==> src/rtl/mono_sample_to_packet_converter.sv <==
// Repacks mono samples into two-beat stereo AXI4-Stream packets (left, right+TLAST).
// Optional saturating drop counter enabled by defining MONO_PKT_DROP_CNT_EN.
module mono_sample_to_packet_converter #(
  parameter int unsigned DATA_WIDTH = 32
) (
  input  logic                  M_AXIS_ACLK,
  input  logic                  M_AXIS_ARESETN,
  input  logic                  mono_sample_valid,
  input  logic [DATA_WIDTH-1:0] mono_sample,
  output logic [DATA_WIDTH-1:0] M_AXIS_TDATA,
  output logic                  M_AXIS_TVALID,
  output logic                  M_AXIS_TLAST,
  input  logic                  M_AXIS_TREADY,
  output logic                  overflow
`ifdef MONO_PKT_DROP_CNT_EN
  ,
  output logic [15:0]           dropped_count
`endif
);

  localparam logic [1:0] S_IDLE  = 2'd0;
  localparam logic [1:0] S_LEFT  = 2'd1;
  localparam logic [1:0] S_RIGHT = 2'd2;

  logic [1:0]            state;
  logic [1:0]            state_next;
  logic [DATA_WIDTH-1:0] mem [2];
  logic                  head;
  logic                  tail;
  logic [1:0]            count;

  logic                  pop_c;
  logic                  write_c;
  logic                  drop_c;
  logic [DATA_WIDTH-1:0] tdata_next;
  logic                  tvalid_next;
  logic                  tlast_next;

  // Buffer write/pop qualification; a full buffer still accepts on a pop cycle.
  always_comb begin
    pop_c   = (state == S_RIGHT) && M_AXIS_TREADY;
    write_c = mono_sample_valid && ((count != 2'd2) || pop_c);
    drop_c  = mono_sample_valid && !write_c;
  end

  // Next-state and next-output logic.
  always_comb begin
    state_next  = state;
    tdata_next  = M_AXIS_TDATA;
    tvalid_next = M_AXIS_TVALID;
    tlast_next  = M_AXIS_TLAST;
    case (state)
      S_IDLE: begin
        if (write_c) begin
          state_next  = S_LEFT;
          tdata_next  = mono_sample;
          tvalid_next = 1'b1;
          tlast_next  = 1'b0;
        end
      end
      S_LEFT: begin
        if (M_AXIS_TREADY) begin
          state_next = S_RIGHT;
          tlast_next = 1'b1;
        end
      end
      S_RIGHT: begin
        if (M_AXIS_TREADY) begin
          if (count == 2'd2) begin
            state_next = S_LEFT;
            tdata_next = mem[~head];
            tlast_next = 1'b0;
          end else if (write_c) begin
            state_next = S_LEFT;
            tdata_next = mono_sample;
            tlast_next = 1'b0;
          end else begin
            state_next  = S_IDLE;
            tvalid_next = 1'b0;
            tlast_next  = 1'b0;
          end
        end
      end
      default: begin
        state_next  = S_IDLE;
        tvalid_next = 1'b0;
        tlast_next  = 1'b0;
      end
    endcase
  end

  // State, outputs and buffer bookkeeping.
  always_ff @(posedge M_AXIS_ACLK) begin
    if (!M_AXIS_ARESETN) begin
      state         <= S_IDLE;
      M_AXIS_TDATA  <= '0;
      M_AXIS_TVALID <= 1'b0;
      M_AXIS_TLAST  <= 1'b0;
      overflow      <= 1'b0;
      head          <= 1'b0;
      tail          <= 1'b0;
      count         <= 2'd0;
    end else begin
      state         <= state_next;
      M_AXIS_TDATA  <= tdata_next;
      M_AXIS_TVALID <= tvalid_next;
      M_AXIS_TLAST  <= tlast_next;
      overflow      <= drop_c;
      if (write_c) tail <= ~tail;
      if (pop_c)   head <= ~head;
      count <= count + 2'(write_c) - 2'(pop_c);
    end
  end

  // Sample storage carries no reset; occupancy decides what is meaningful.
  always_ff @(posedge M_AXIS_ACLK) begin
    if (write_c) mem[tail] <= mono_sample;
  end

`ifdef MONO_PKT_DROP_CNT_EN
  // Saturating count of discarded samples.
  always_ff @(posedge M_AXIS_ACLK) begin
    if (!M_AXIS_ARESETN) begin
      dropped_count <= 16'd0;
    end else if (drop_c && (dropped_count != 16'hFFFF)) begin
      dropped_count <= dropped_count + 16'd1;
    end
  end
`endif

endmodule

==> config.mk <==
export PLATFORM = sky130hd
export DESIGN_NAME = mono_sample_to_packet_converter
export DESIGN_NICKNAME = d
export VERILOG_FILES = /design/src/rtl/mono_sample_to_packet_converter.sv
export SDC_FILE = /design/constraint.sdc
export NUM_CORES = 1
export LEC_CHECK = 0
export CORE_MARGIN = 1
export CORE_UTILIZATION = 52
export DETAILED_ROUTE_END_ITERATION = 10
export PLACE_DENSITY = 0.74
export REMOVE_ABC_BUFFERS = 1
export SLEW_MARGIN = 40
export SYNTH_ARGS = -nofsm -noshare
export SYNTH_HDL_FRONTEND = slang
export SYNTH_SLANG_ARGS = --single-unit
==> constraint.sdc <==
create_clock -name M_AXIS_ACLK -period 3.1 [get_ports M_AXIS_ACLK]
set_clock_uncertainty 0.15 [all_clocks]
set_input_delay 0.31 -clock M_AXIS_ACLK [delete_from_list [all_inputs] [get_ports M_AXIS_ACLK]]
set_output_delay 0.31 -clock M_AXIS_ACLK [all_outputs]
set_load 0.01 [all_outputs]
### Word level (Yosys, flattened, before mapping)

Memories as Yosys holds them, arrays and structs flattened.
Index checks and enable logic that the tools add are counted.

| operators by class | value |
|---|---|
| add/subtract/negate cells | 2 |
| eq/ne operators | 9 |
| multiplexer cells | 21 |
| bitwise logic cells | 3 |
| reduce and logical (&&, ||, !) cells | 10 |

Operators with widths:

| operator | count |
|---|---|
| $mux W32 | 3 |
| $pmux W32 S2 | 1 |
| $ne A2 B2 Y1 const B | 6 |
| $mux W1 | 11 |
| $mux W2 | 3 |
| $pmux W1 S3 | 2 |
| $pmux W2 S3 | 1 |
| $reduce_and A5 Y1 | 1 |
| $eq A2 B2 Y1 const B | 2 |
| $logic_and A1 B1 Y1 | 3 |
| $not A1 Y1 | 3 |
| $reduce_and A3 Y1 | 1 |
| $add A2 B1 Y2 | 1 |
| $eq A2 B1 Y1 const B | 1 |
| $logic_not A2 Y1 | 1 |
| $reduce_and A2 Y1 | 1 |
| $reduce_bool A2 Y1 | 1 |
| $sub A2 B1 Y2 | 1 |
| $logic_not A1 Y1 | 1 |
| $logic_or A1 B1 Y1 | 1 |

| storage, ports and cells | value |
|---|---|
| flip-flop bits (word level) | 41 |
| bits in writable memories | 64 |
| input bits | 36 |
| output and inout bits | 35 |
| word-level logic and storage cells | 54 |
| memories | 1 |

Memories:

| name | depth | bits a word | read ports | clocked after memory_dff | wr ports | RTL line | source |
|---|---|---|---|---|---|---|---|
| mem | 2 | 32 | 1 | 0 | 1 | 27 | `logic [DATA_WIDTH-1:0] mem [2];` |

### Logic depth before layout (Yosys ltp)

Gate-level depths: netlist of run 1.

| depth | value |
|---|---|
| word-level depth | 8 |
| depth in mapped cells | 8 |
| depth with buffers taken out | 8 |

### Least setup slack after synthesis of run 1

No wires, ideal clock.

| path | value |
|---|---|
| path type | register to register |
| start | reg M_AXIS_TLAST (netlist name) |
| end | mem mem[0][0], enable pin |
| setup time | 0.423 ns |
| arrival time | 2.229 ns |
| data required time | 2.527 ns |
| slack | 0.299 ns |
| cell stages (with the launch flop) | 4 |
| buffers on the path | 0 |
| clock period less this slack | 2.801 ns |
| cell sequence | dfxtp_1 and3b_1 o21ai_0 nor2_1 |

RTL lines:

| item | RTL line |
|---|---|
| end: declaration | 27 |

==> results list, run 1 <==
- Result of the run: finished, final reports clean
- For this run, the top clock speed supported by timing is about 470 MHz.
* Number of instances in the synthesized netlist: about 330
- Hold timing on the final database bottoms out at a slack of roughly 0.35 ns.
* CTS tree: done
- For the pin with the worst max-slew slack, the measured transition is between 0.7 and 0.8 ns.
* Top cells by area, synth: edfxtp_1, dfxtp_1, mux2i_1
- Maximum level of the CTS H-tree: 3
* Placed standard-cell area: 4980 sq um
- Root buffer cell: clkbuf_8
- Once the clock tree was built, the resizer swapped 0 gates to a different size.
* CP Data Arrival Time: about 2.0 ns
- Dividing the detail-routed via count by the number of cells gives about 5.6.
- Clock Sinks: ~100
- Power spread over the standard cell area amounts to about 540 nW/um^2.
* Number of antenna violations at the first check in global routing: 0
* DRC violation total after the first TritonRoute iteration: roughly 180
- Final Routed Wirelength: between 8000 and 9000 um
- STA puts the critical path data required time at approximately 3 ns.
- Ranking of synthesized cells by instance count: edfxtp_1, dfxtp_1, o21ai_0
* Post-Route Setup TNS: 0 ns
- Once detailed placement completed, the half-perimeter wirelength came to ~5000 um.
* Placer Congestion: 0.723
- The worst-case IR drop observed on VDD is around 340 uV.
- TritonCTS Buffers: 9
* Startpoint type of the worst setup path: flip-flop
- Post-CTS setup buffer count: 0
- Mapped Avg Cell Area: approximately 13 sq um
- The setup check on the worst reg-to-reg path leaves a slack of about 1 ns.
- The synthesized netlist devotes less than 1% of its cell area to adder and majority cells.
- During synthesis, Yosys emitted a total of 0 warnings.
- Once the floorplan was initialized, standard cells occupied a little over half of the core.
- Entering global routing, the biggest net connects 42 pins.
- The detail route stage leaves a number of antenna-violating nets equal to 0.
- Seq/Total Area, Yosys: 65.1%
- Synthesis instantiated 34 different standard cells from the library.
- Floorplan die area: 8400 sq um
* Kind of capture point of the worst setup path: flip-flop
* GR Util All Layers: 21.2%
- The count of final hold-check violations is 0.
- Signed area change from the synthesized netlist to the final layout: 23.4%
- The first detailed-routing pass took 5 iterations.
- Of all flip-flops after synthesis, the portion carrying an async set or reset was 0%.
- For this run the aggregate overflow at the end of global routing stands at 0.
- Number of nets in the layout: ~430
* EDFF count, synth: between 60 and 70
* Antenna Cells: 0
- The floorplan step set the die width to roughly 92 um.
- Vert. Die Dim: 91.6 um
- After Yosys synthesis, and, or, nand and nor cells account for 6.38% of the synthesized area.
* Setup repair after global routing missed its margin: false
* First-pass GRT wire length: between 10,000 and 15,000 um
* Area share of the leading cell type in the synthesized netlist: between 40% and 50%
- Row generation in the floorplan step produced 32 rows.
* Setup violations, final: 0
- Summing the areas of all xor and xnor instances in the mapped netlist gives 0.419% of the synthesized area.
- After layout, the minimum clock period comes to approximately 2.1 ns.
* Cell accounting for the most synthesized area: edfxtp_1
- Hold repair after CTS inserted 0 buffers.
* Type of the most critical hold path: reg -> reg
- Area fraction in compound gates after synthesis: approximately 16%
* Worst skew pair latency: approximately 0.36 ns
- Most instantiated flip-flop cell in the synthesis netlist: edfxtp_1
* Most repeated cell in the gate-level netlist after synthesis: edfxtp_1
- Layout cell share with drive strength beyond 1: between 10% and 20%
- After detailed routing, the number of remaining DRC violations is 0.
- After synthesis, the share of cell area in mux cells is roughly 8%.
- Leakage: around 0.0017 uW
* Fillcell total: between 600 and 700
- Synthesized flop and latch total: around 100
- Clock buffer depth: 2
- Final Cell Area: roughly 5200 sq um
- Wire length per cell: 16.8 um
- The floorplan step defined a core boundary enclosing ~8000 sq um.
* # IOs: slightly above 70
- The worst path uses 68.3% of the clock period.
- The total count of max-transition violations in the final report was 0.
* Via total after detailed routing: 2,780
- Buffers placed on the I/O ports in this run total 70.
- By area, the combinational part of the netlist is dominated by compound AO/OA/AOI/OAI gates.
* Max Fanout on Critical Path: 32
- The critical path is of the reg -> reg type.
- The synthesized netlist occupies a cell area of roughly 4200 sq um.
- Max-capacitance violation count: 0
* Vias in the first global route: around 2,700
* Rel. slew slack: 46.8%
* Clock transition at path regs: roughly 0.090 ns
[per-layer routing]
| layer | track usage, % | up-vias | routed length (um) |
|---|---|---|---|
| met5 | 0 | - | 0 |
| met3 | 5.14 | 8 | 332 |
| met1 | 24.7 | 1352 | 3620 |
| met4 | 7.67 | 0 | 104 |
| li1 | - | 1354 | - |
| met2 | 37.7 | 66 | 4310 |
[power breakdown]
part	internal [uW]	switching [uW]	leakage, uW	total [uW]
Combinational	190	209	0.000642	399
Clock	335	430	0.0000894	765
Sequential	1590	52.2	0.000928	1640
[critical path, stage by stage, from the launching register on]
cell     delay (ns)
dfxtp_1        0.52
and3b_1        0.28
o21ai_0        0.26
nor2_4         0.14
buf_4          0.40
[logic make-up after synthesis]
group,Yosys count
flip-flops,104
AO/OA/AOI/OAI,103
AND/OR/NAND/NOR,56
multiplexers,33
buffers and inverters,30
XOR/XNOR,2
adder cells (fa/ha/maj),1
[stage by stage]
stage | setup slack [ns] | power (uW) | instances | util (%)
floorplan | -2.01 | 1840 | 302 | -
global placement | 0.687 | 2060 | 482 | 64.1
detailed placement | 0.646 | 2070 | 482 | 64.1
CTS | 0.957 | 2830 | 498 | 66.4
global route | 0.840 | 2920 | 498 | 66.4
finish | 0.982 | 2800 | 498 | 66.4
[path summary, 6_finish.rpt]
kind	startpoint	end	depth (start not counted)
max	M_AXIS_TLAST	mem[1][28]	4
min	M_AXIS_TDATA[8]	M_AXIS_TDATA[8]	2
max reg2reg	M_AXIS_TLAST	mem[1][28]	4
min reg2reg	M_AXIS_TDATA[8]	M_AXIS_TDATA[8]	2
[state kept, by name, summed over array words and instances (netlist names)]
register       flops
M_AXIS_TLAST       1
tail               1
overflow           1
count              2
M_AXIS_TVALID      1
state              1
M_AXIS_TDATA      32
head               1
mem               64
[placed cells by master (no fill, tap or decap), drive strengths merged, types with 2 or more instances in the layout]
cell / instances
nand2: 34
inv: 3
nand2b: 3
nand3: 3
o211ai: 31
clkbuf: 13
clkdlybuf4s50: 69
mux2i: 33
o21ai: 67
nand3b: 2
buf: 9
and2: 4
edfxtp: 64
nor2: 3
dfxtp: 40
clkinv: 2
[layout make-up]
class / count / area, sq um / area share (%)
Clock buffer: 13 / 159 / 3.08
Multi-Input combinational cell: 195 / 1350 / 26.2
Inverter: 3 / 11.3 / 0.218
Clock inverter: 3 / 17.5 / 0.340
Sequential cell: 104 / 2720 / 52.8
Timing Repair Buffer: 78 / 768 / 14.9
Tap cell: 102 / 128 / 2.47
Power figures use the tool's default switching activity.
==> run 2: changes to the inputs <==
--- a/config.mk
+++ b/config.mk
@@ -6,9 +6,9 @@
 export NUM_CORES = 1
 export LEC_CHECK = 0
 export CORE_MARGIN = 1
-export CORE_UTILIZATION = 52
+export CORE_UTILIZATION = 47
 export DETAILED_ROUTE_END_ITERATION = 10
-export PLACE_DENSITY = 0.74
+export PLACE_DENSITY = 0.71
 export REMOVE_ABC_BUFFERS = 1
 export SLEW_MARGIN = 40
 export SYNTH_ARGS = -nofsm -noshare
==> constraint.sdc (replaced) <==
create_clock -name M_AXIS_ACLK -period 1.8 [get_ports M_AXIS_ACLK]
set_clock_uncertainty 0.15 [all_clocks]
set_input_delay 0.18 -clock M_AXIS_ACLK [delete_from_list [all_inputs] [get_ports M_AXIS_ACLK]]
set_output_delay 0.18 -clock M_AXIS_ACLK [all_outputs]
set_load 0.01 [all_outputs]
==> results list, run 2 (same netlist as run 1, synthesis figures left out) <==
- Standard-cell rows: 34 (+6.3%)
- The reported leakage power is 0.00182 uW (+9.8%).
* Via total after detailed routing: 2,833 (+1.9%)
- GR Util All Layers: 20.2% (-0.97 points)
- Fillcell total: 704 (+16%)
* Post-detailed-route DRC marker count: 0 (unchanged)
* Wire length per cell: 16.7 um (-0.69%)
- Kind of capture point of the worst setup path: flip-flop
- TritonCTS built the clock tree.
* First-pass GRT wire length: 14,000 um (+3.7%)
- mem holds more flip-flops than any other register.
- Vias in the first global route: 2,808 (+2.2%)
* Number of flip-flops in the largest register: 64 (unchanged)
* # IOs: 71 (unchanged)
* Hold path start: M_AXIS_ARESETN
- Compared with the post-synthesis result, the final layout area differs by 31.9%.
- The transition time at the pin with the least slew margin was 0.450 ns (-0.347 ns).
* Floorplan core area: 8680 sq um (+12%)
- Number of antenna violations at the first check in global routing: 0 (unchanged)
- Clock buffer depth: 2 (unchanged)
- The max capacitance violation total came to 0 (unchanged).
* Width of the die: 96.3 um (+5.1%)
- In this run the critical register-to-register path is launched from count[0].
- Placer Congestion: 0.740 (+2.4%)
- Commonest cells after routing, fill and taps aside: clkdlybuf4s50_1, edfxtp_1, dfxtp_1, o21ai_0, nand2_1
- Maximum level of the CTS H-tree: 3 (unchanged)
* Avg Vias per Cell: 5.41 (-3.1%)
- Clock transition at path regs: 0.10 ns (about the same)
* Worst slack, placed: -0.275 ns (-0.921 ns)
- The cell area after placement is 5250 sq um (+5.3%).
- Final Routed Wirelength: 8740 um (+4.5%)
- Floorplan die area: 9270 sq um (+10%)
* Startpoint type of the worst setup path: input pin
- Layout cell share with drive strength beyond 1: 19.2% (+6.6 points)
* Count of endpoints failing hold in the final timing report: 0 (unchanged)
* Root buffer cell: clkbuf_8
- Clock Sinks: 104 (unchanged)
- Subtracting the final worst setup slack from the clock period gives around 1.7 ns.
- The count of final setup violators came to 0 (unchanged).
- Worst path required time: 1.93 ns (-1.03 ns)
- Post-CTS setup buffer count: 0 (unchanged)
- TritonCTS Buffers: 9 (unchanged)
* Launching instance or port of the critical path: M_AXIS_TREADY
* Commonest non-fill, non-tap cell in the layout: clkdlybuf4s50_1
- Type of the most critical hold path: in -> reg
* Initial Utilization: 48.2% (-5.6 points)
* Finished Layout Cells: 524 (+5.2%)
* Ratio of final minimum period to clock period: between 90% and 100%
* Worst-case setup margin in the final layout: 0.0764 ns (-0.905 ns)
* Largest registers in the final layout: mem (64), M_AXIS_TDATA (32), count (2)
- The power density normalized to cell area is 960 nW/um^2 (+77%).
- Worst skew pair latency: 0.35 ns (about the same)
* Final Cell Area: 5510 sq um (+6.8%)
- Rel. slew slack: 70.0% (+23 points)
- The run finished with clean final reports.
* Antenna Cells: 0 (unchanged)
- The data arrival time at the worst-slack endpoint came to 1.86 ns (-0.12 ns).
* Final design utilization: 63.5% (-2.9 points)
- Max-slew violation count: 0 (unchanged)
- The number of DRC markers after the initial detailed-route iteration was 168 (-8.2%).
- Classification of the worst setup path: in -> reg
* Antenna Nets Post-Route: 0 (unchanged)
- Max rail drop VDD: 521 uV (+54%)
* Vert. Die Dim: 96.3 um (+5.1%)
- The area used by sequential logic in the layout came to 2730 sq um (+0.14%).
- The instance count after placement with tap cells included is 509 (+5.6%).
- PnR Total Power: 5290 uW (+89%)
* HPWL Detailed: 5570 um (+11%)
- Max Fanout on Critical Path: 13 (-59%)
- The number of input and output port buffers inserted came to 70 (unchanged).
- The final-stage net count was 449 (+4.9%).
* Fmax: around 580 MHz
- The pin count of the biggest net entering global routing was 42 (unchanged).
- The combined area of the multi-input logic cells is 1370 sq um (+1.6%).
- Leftover overflow at the end of global routing: 0 (unchanged)
- Number of detailed-routing iterations run before antenna repair: 4 (-1)
run 2: changes by cell type in the layout (fill, tap and decap cells not counted), sizes merged:
cell | previous run | this run
buf | 9 | 30
bufinv | 0 | 3
clkbuf | 13 | 10
clkinv | 2 | 0
inv | 3 | 4
run 2: where the power goes:
part	leakage, uW	switching (uW)	internal (uW)
clock	0.000113	745	922
combinational	0.000780	395	407
sequential	0.000929	84.7	2740
run 2: cell type report:
type / count / share of cell area (%)
Inverter: 3 / 0.204
Tap cell: 108 / 2.45
Clock buffer: 10 / 2.32
Clock inverter: 5 / 1.93
Sequential cell: 104 / 49.5
Timing Repair Buffer: 99 / 18.7
Multi-Input combinational cell: 195 / 24.9
run 2: critical path: stages:
cell and delay (ns):
clkdlybuf4s50_1 0.54, buf_4 0.15, nand2b_1 0.15, nand2_2 0.09
or3b_4 0.42, buf_12 0.17, o21ai_1 0.15
run 2: per-stage QoR:
stage | TNS, ns | hold slack (ns)
after floorplan | -167.34 | 0.129
after global placement | -15.36 | 0.330
after detailed placement | -19.12 | 0.339
after CTS | 0 | 0.249
after global routing | -0.0141 | 0.264
final | 0 | 0.264
run 2: worst paths after layout:
path / depth (start not counted) / slack (ns) / end
setup / recovery: 7 / 0.08 / M_AXIS_TDATA[7]
hold / removal: 4 / 0.26 / state[0]
setup reg to reg: 7 / 0.09 / count[1]
hold reg to reg: 2 / 0.35 / M_AXIS_TDATA[13]
run 2: what timing repair did:
item,in CTS,in global routing
pin swaps,0,1
cloned,0,0
endpoints found under the setup margin,70,6
hold buffers,0,0
gates resized for setup,3,9
run 2: layer usage:
layer / share of wire, % / track usage [%] / routed length (um) / vias up
met5: 0 / 0 / 0 / -
met4: 1.0 / 6.25 / 89 / 0
met3: 5.7 / 3.63 / 494 / 8
met2: 49 / 32.9 / 4240 / 90
met1: 45 / 27.5 / 3910 / 1340
li1: - / - / - / 1395
